==> src/rtl/fetch_ctrl.sv <==
// Instruction-fetch sequencer: owns the PC, keeps one instruction-bus request
// in flight and hands fetched words to decode over a valid/ready handshake.
module fetch_ctrl #(
  parameter logic [63:0] RESET_PC = 64'h8000_0000
) (
  input  logic        clk,
  input  logic        reset,
  output logic        ireq_valid,
  output logic [63:0] ireq_addr,
  input  logic        iresp_data_ok,
  input  logic [31:0] iresp_data,
  input  logic        redirect_valid,
  input  logic [63:0] redirect_pc,
  output logic        out_valid,
  output logic [95:0] out_data,
  input  logic        out_ready,
  output logic [63:0] fetch_count
);

  typedef struct packed {
    logic [31:0] raw_instr;
    logic [63:0] pc;
  } fetch_data_t;

  typedef enum logic [1:0] {
    IDLE,
    REQ,
    DISCARD,
    HOLD
  } state_t;

  state_t      state, state_next;
  logic [63:0] pc, pc_next;
  logic [63:0] pend_pc, pend_pc_next;
  fetch_data_t out_reg, out_reg_next;
  logic [63:0] count, count_next;
  logic        fire;

  assign ireq_addr   = pc;
  assign ireq_valid  = (state == REQ) || (state == DISCARD);
  assign out_valid   = (state == HOLD) && !redirect_valid;
  assign fire        = out_valid && out_ready;
  assign out_data    = out_reg;
  assign fetch_count = count;

  always_ff @(posedge clk or negedge reset) begin
    if (!reset) begin
      state   <= IDLE;
      pc      <= RESET_PC;
      pend_pc <= '0;
      out_reg <= '0;
      count   <= '0;
    end else begin
      state   <= state_next;
      pc      <= pc_next;
      pend_pc <= pend_pc_next;
      out_reg <= out_reg_next;
      count   <= count_next;
    end
  end

  // The bus cannot cancel a request, so a redirect without a same-cycle
  // response parks the target in pend_pc and waits out the stale reply.
  always_comb begin
    state_next   = state;
    pc_next      = pc;
    pend_pc_next = pend_pc;
    out_reg_next = out_reg;
    count_next   = count;
    unique case (state)
      IDLE: begin
        state_next = REQ;
      end
      REQ: begin
        if (iresp_data_ok && redirect_valid) begin
          pc_next = redirect_pc;
        end else if (iresp_data_ok) begin
          out_reg_next.raw_instr = iresp_data;
          out_reg_next.pc        = pc;
          state_next             = HOLD;
        end else if (redirect_valid) begin
          pend_pc_next = redirect_pc;
          state_next   = DISCARD;
        end
      end
      DISCARD: begin
        if (redirect_valid) begin
          pend_pc_next = redirect_pc;
        end
        if (iresp_data_ok) begin
          pc_next    = redirect_valid ? redirect_pc : pend_pc;
          state_next = REQ;
        end
      end
      HOLD: begin
        if (redirect_valid) begin
          pc_next    = redirect_pc;
          state_next = REQ;
        end else if (fire) begin
          pc_next    = pc + 64'd4;
          count_next = count + 64'd1;
          state_next = REQ;
        end
      end
      default: begin
        state_next = IDLE;
      end
    endcase
  end

endmodule

==> config.mk <==
export PLATFORM = sky130hd
export DESIGN_NAME = fetch_ctrl
export DESIGN_NICKNAME = d
export VERILOG_FILES = /design/src/rtl/fetch_ctrl.sv
export SDC_FILE = /design/constraint.sdc
export NUM_CORES = 1
export LEC_CHECK = 0
export CAP_MARGIN = 25
export CELL_PAD_IN_SITES_DETAIL_PLACEMENT = 1
export CELL_PAD_IN_SITES_GLOBAL_PLACEMENT = 2
export CORE_MARGIN = 4
export CORE_UTILIZATION = 30
export CTS_CLUSTER_DIAMETER = 120
export DETAILED_ROUTE_END_ITERATION = 10
export PLACE_DENSITY = 0.82
export SLEW_MARGIN = 10
export SYNTH_ARGS = -nofsm -noshare
export SYNTH_HDL_FRONTEND = slang
export SYNTH_SLANG_ARGS = --single-unit
==> constraint.sdc <==
create_clock -name clk -period 6.2 [get_ports clk]
set_input_delay 1.86 -clock clk [delete_from_list [all_inputs] [get_ports clk]]
set_output_delay 1.86 -clock clk [all_outputs]
set_load 0.005 [all_outputs]
# --- Word level (Yosys, flattened, before mapping) ---
# Index checks and enable logic that the tools add are counted.
op_classes:
  n_eq_ne: 9
  mux: 16
  add_sub_neg: 2
  n_reduce_logical: 13
  bitwise_logic: 2
op_table:
  columns: ["op", "n"]
  rows:
  - ["64-bit two-way mux", 7]
  - ["64-bit case mux with 3 select lines", 1]
  - ["64-bit case mux with 2 select lines", 1]
  - ["64-bit by 1-bit adder with 64-bit output, second input constant", 1]
  - ["64-bit by 3-bit adder with 64-bit output, second input constant", 1]
  - ["2-bit two-way mux", 6]
  - ["3-bit AND reduction", 3]
  - ["2-bit case mux with 4 select lines", 1]
  - ["4-bit AND reduction", 2]
  - ["2-bit != test, second input constant", 3]
  - ["3-bit != test, second input constant", 2]
  - ["2-bit equality test, second input constant", 2]
  - ["1-bit logical AND", 3]
  - ["3-bit nonzero test", 1]
  - ["2-bit by 1-bit equality test with 1-bit output, second input constant", 1]
  - ["2-bit zero test", 1]
  - ["2-bit by 1-bit != test with 1-bit output, second input constant", 1]
  - ["1-bit NOT", 2]
  - ["2-bit nonzero test", 1]
  - ["1-bit zero test", 1]
  - ["1-bit logical OR", 1]
word_totals:
  word_cells: 48
  output_inout_bits: 226
  input_bits: 101
  ff_bits: 290

# --- Longest topological paths before layout ---
depth:
  ltp_word: 6
  depth_mapped: 10
  ltp_nobuf: 7

# --- Least setup slack after synthesis ---
# Ideal clock, no wire load.
synth_timing:
  path_type: "input to output"
  start: "input port redirect_valid"
  end: "output port out_valid"
  path_stages: 5
  path_buffers: 3
  required_ns: 4.340
  arrival_time_ns: 2.841
  path_slack_ns: 1.499
  path_cell_list: "nand2b_1 > clkbuf_1 > inv_2 > clkbuf_1 > buf_1"
synth_via:
  elab_chain_cells: 2
synth_rtl:
  columns: ["item", "line", "rtl"]
  rows:
  - ["from (decl)", "12", "input logic redirect_valid,"]
  - ["1-bit zero test", "41", "assign out_valid = (state == HOLD) && !redirect_valid;"]
  - ["1-bit logical AND", "41", null]
  - ["to (decl)", "14", "output logic out_valid,"]
# Every way passes these cells.

# --- Final worst setup path ---
# Ends and elaborated chain as after synthesis.

==> flow_summary.json <==
{
  "status": "completed",
  "clk-insertion-delay-late_ns": 0.55,
  "cp-startpoint": "redirect_valid",
  "fin_skew_ns": 0.0181,
  "min-delay-start": "fetch_count[63]$_DFFE_PN0P_",
  "leakagePower_nw": 7.87,
  "finalSetupViolations": 0,
  "cts-root-buf": "clkbuf_16",
  "timing.rr.start": "state[0]$_DFFE_PN0P_",
  "synthTopCellsByArea": "dfrtp_1 52%, mux2_2 12%, xor2_1 2.9%, nand2_1 2.6%, nand3_1 2.6%",
  "remaining_drc_errors": 0,
  "worst_slew_pin_slew_ns": 0.954,
  "syn_area_per_cell_um2": 10.8,
  "cts.repair.resized": 0,
  "seq_area_um2": 7260,
  "synthArstFlopShare_pct": 100,
  "peakVddDrop_uv": 201,
  "fin_crit_sh_pct": 83.9,
  "synth_top_area_share_pct": 52.4,
  "ant_nets": 0,
  "slew_violations": 0,
  "multi_input_area_um2": 6180,
  "fin_crit_ns": 5.20,
  "drive_gt1_share_pct": 15.4,
  "cts_buffer_depth": 3,
  "layout.nets": 1696,
  "synth_nets": 1384,
  "syn_to_final_growth_pct": 38.2,
  "coreArea_um2": 45400,
  "syn_area_um2": 13800,
  "synth_cells": 1277,
  "synth_edf_count": 0,
  "grt_max_degree": 119,
  "hold_buffers": 0,
  "die_area_um2": 49500,
  "numCtsBuffers": 37,
  "nFillCells": 4930,
  "ys.flop_type": "dfrtp_1",
  "setup_tns_ns": 0,
  "drv_cap": 0,
  "cts_setup_buffers": 0,
  "gp_congestion": 0.780,
  "cts.clk_slew.worst_paths_ns": 0.06,
  "worstPathCellList": "clkdlybuf4s50_1, buf_4, nand2b_2, inv_2, clkdlybuf4s50_1",
  "synth_area_leader_cell": "dfrtp_1",
  "max_freq_mhz": 192,
  "cts_tree": "built",
  "synth.most_common_cell": "dfrtp_1",
  "min_path_type": "reg -> reg",
  "start_util_pct": 30.4,
  "io_pins": 327,
  "dr.pass1.iters": 8,
  "crit_required_ns": 4.34,
  "yosysSeqAreaShare_pct": 52.6,
  "drt-vias-per-instance": 5.31,
  "slowest_stage": "clkdlybuf4s50_1",
  "grt_pass1_wl_um": 76800,
  "ys_ff_latch": 290,
  "grt.overflow.total": 0,
  "fp.dieW_um": 222,
  "dieHeight_um": 222,
  "cpMostUsedCell": "clkdlybuf4s50_1",
  "antenna_found_initial": 11,
  "ys_top_cells_by_count": "289 x dfrtp_1, 149 x mux2_2, 97 x nand2_1",
  "yosysUniqueCellTypes": 62,
  "hpwl_um": 34800,
  "first_global_vias": 12500,
  "track_usage_pct": 19.4,
  "drt_first_iter_violations": 676,
  "slew_headroom_pct": 36.4,
  "endpoint_kind": "output port",
  "vias": 11800,
  "hold_viol": 0,
  "clock-sinks": 290,
  "avgRoutedWirePerCell_um": 22.2,
  "rows": 78,
  "routed_wl_um": 49400,
  "critical_path.max_stage_delay_ns": 0.53,
  "dpl_cell_area_um2": 17800,
  "crit_arrival_ns": 3.34,
  "ys.warnings.count": 0,
  "critPathKind": "in -> out",
  "crit_buf_inv": 4,
  "cp_top_family": "buffers and inverters",
  "rsz0062_at_grt": "no",
  "port-buffer-count": 326,
  "htreeDepth": 2,
  "p_per_area_nw_per_um2": 479,
  "hold_ws_ns": 0.475,
  "critPathLaunchType": "input pin",
  "finalInstanceArea_um2": 19100,
  "crit_fanout": 14
}
## power breakdown
part	switching (mW)	internal [mW]	leakage (nW)	total, mW
Sequential	0.790	2.66	3.57	3.45
Clock	0.862	1.37	0.612	2.23
Combinational	1.55	1.90	3.69	3.46
Total	3.21	5.93	7.87	9.14
## layer usage
| layer | up-vias | part of all wire [%] | global-route usage [%] |
|---|---|---|---|
| li1 | 5378 | - | - |
| met1 | 6059 | 43 | 25.5 |
| met4 | 8 | 2.3 | 5.77 |
| met2 | 297 | 48 | 31.9 |
| met5 | - | 0.097 | 0 |
| met3 | 70 | 6.5 | 4.95 |
## metrics by stage
stage | util [%] | worst slack [ns] | total power [mW] | instances
after detailed placement | 39.2 | 0.995 | 6.97 | 2149
after floorplan | - | 1.50 | 4.93 | 1277
final | 42.0 | 0.999 | 9.14 | 2224
after global routing | 42.0 | 0.958 | 9.72 | 2218
after CTS | 41.9 | 0.987 | 9.27 | 2214
after global placement | 39.2 | 0.948 | 6.81 | 2149
## cells in the final DEF, fill, tap and decap left out, types with 45 or more instances in the layout
cell and count:
dfrtp_1 289, nand3_1 71, clkdlybuf4s50_1 325, o21ai_0 63
a22oi_1 45, nand2_1 97, nor2_1 66, xor2_1 45
mux2_2 149
## final cells by class
class	count	share of cell area (%)
sequential	290	38.1
multi-input combinational	876	32.4
timing repair buffer	355	18.4
clock buffer	56	5.87
tap	600	3.94
clock inverter	9	0.663
inverter	29	0.571
antenna	9	0.118
## state kept, by name, indices dropped and copies added (netlist names)
name / count
fetch_count: 64
state: 2
pend_pc: 64
out_data: 96
ireq_addr: 64
## path summary, 6_finish.rpt
path / end / slack (ns) / depth (start not counted)
hold reg to reg: fetch_count[63]$_DFFE_PN0P_ / 0.48 / 1
max in group asynchronous: out_data[62]$_DFFE_PN0P_ / 3.53 / 2
setup / recovery: out_valid / 1.0 / 5
hold / removal: fetch_count[63]$_DFFE_PN0P_ / 0.48 / 1
setup reg to reg: ireq_addr[60]$_DFFE_PN0P_ / 2.99 / 9
min in group asynchronous: fetch_count[14]$_DFFE_PN0P_ / 1.39 / 1
## kinds of logic (layout without fill, tap and decap cells)
kind of cell,after synthesis,in the layout,synth area share [%]
xor gates and xnor gates,65,65,4.13
other,0,9,0
and+or+nand+nor,416,416,15.4
adders and majority gates,6,6,0.544
muxes,153,153,12.4
buffers and inverters,111,449,3.05
DFF,290,290,52.6
AOI/OAI and AO/OA,236,236,11.9
No activity file was read; power rests on OpenSTA's default activity.
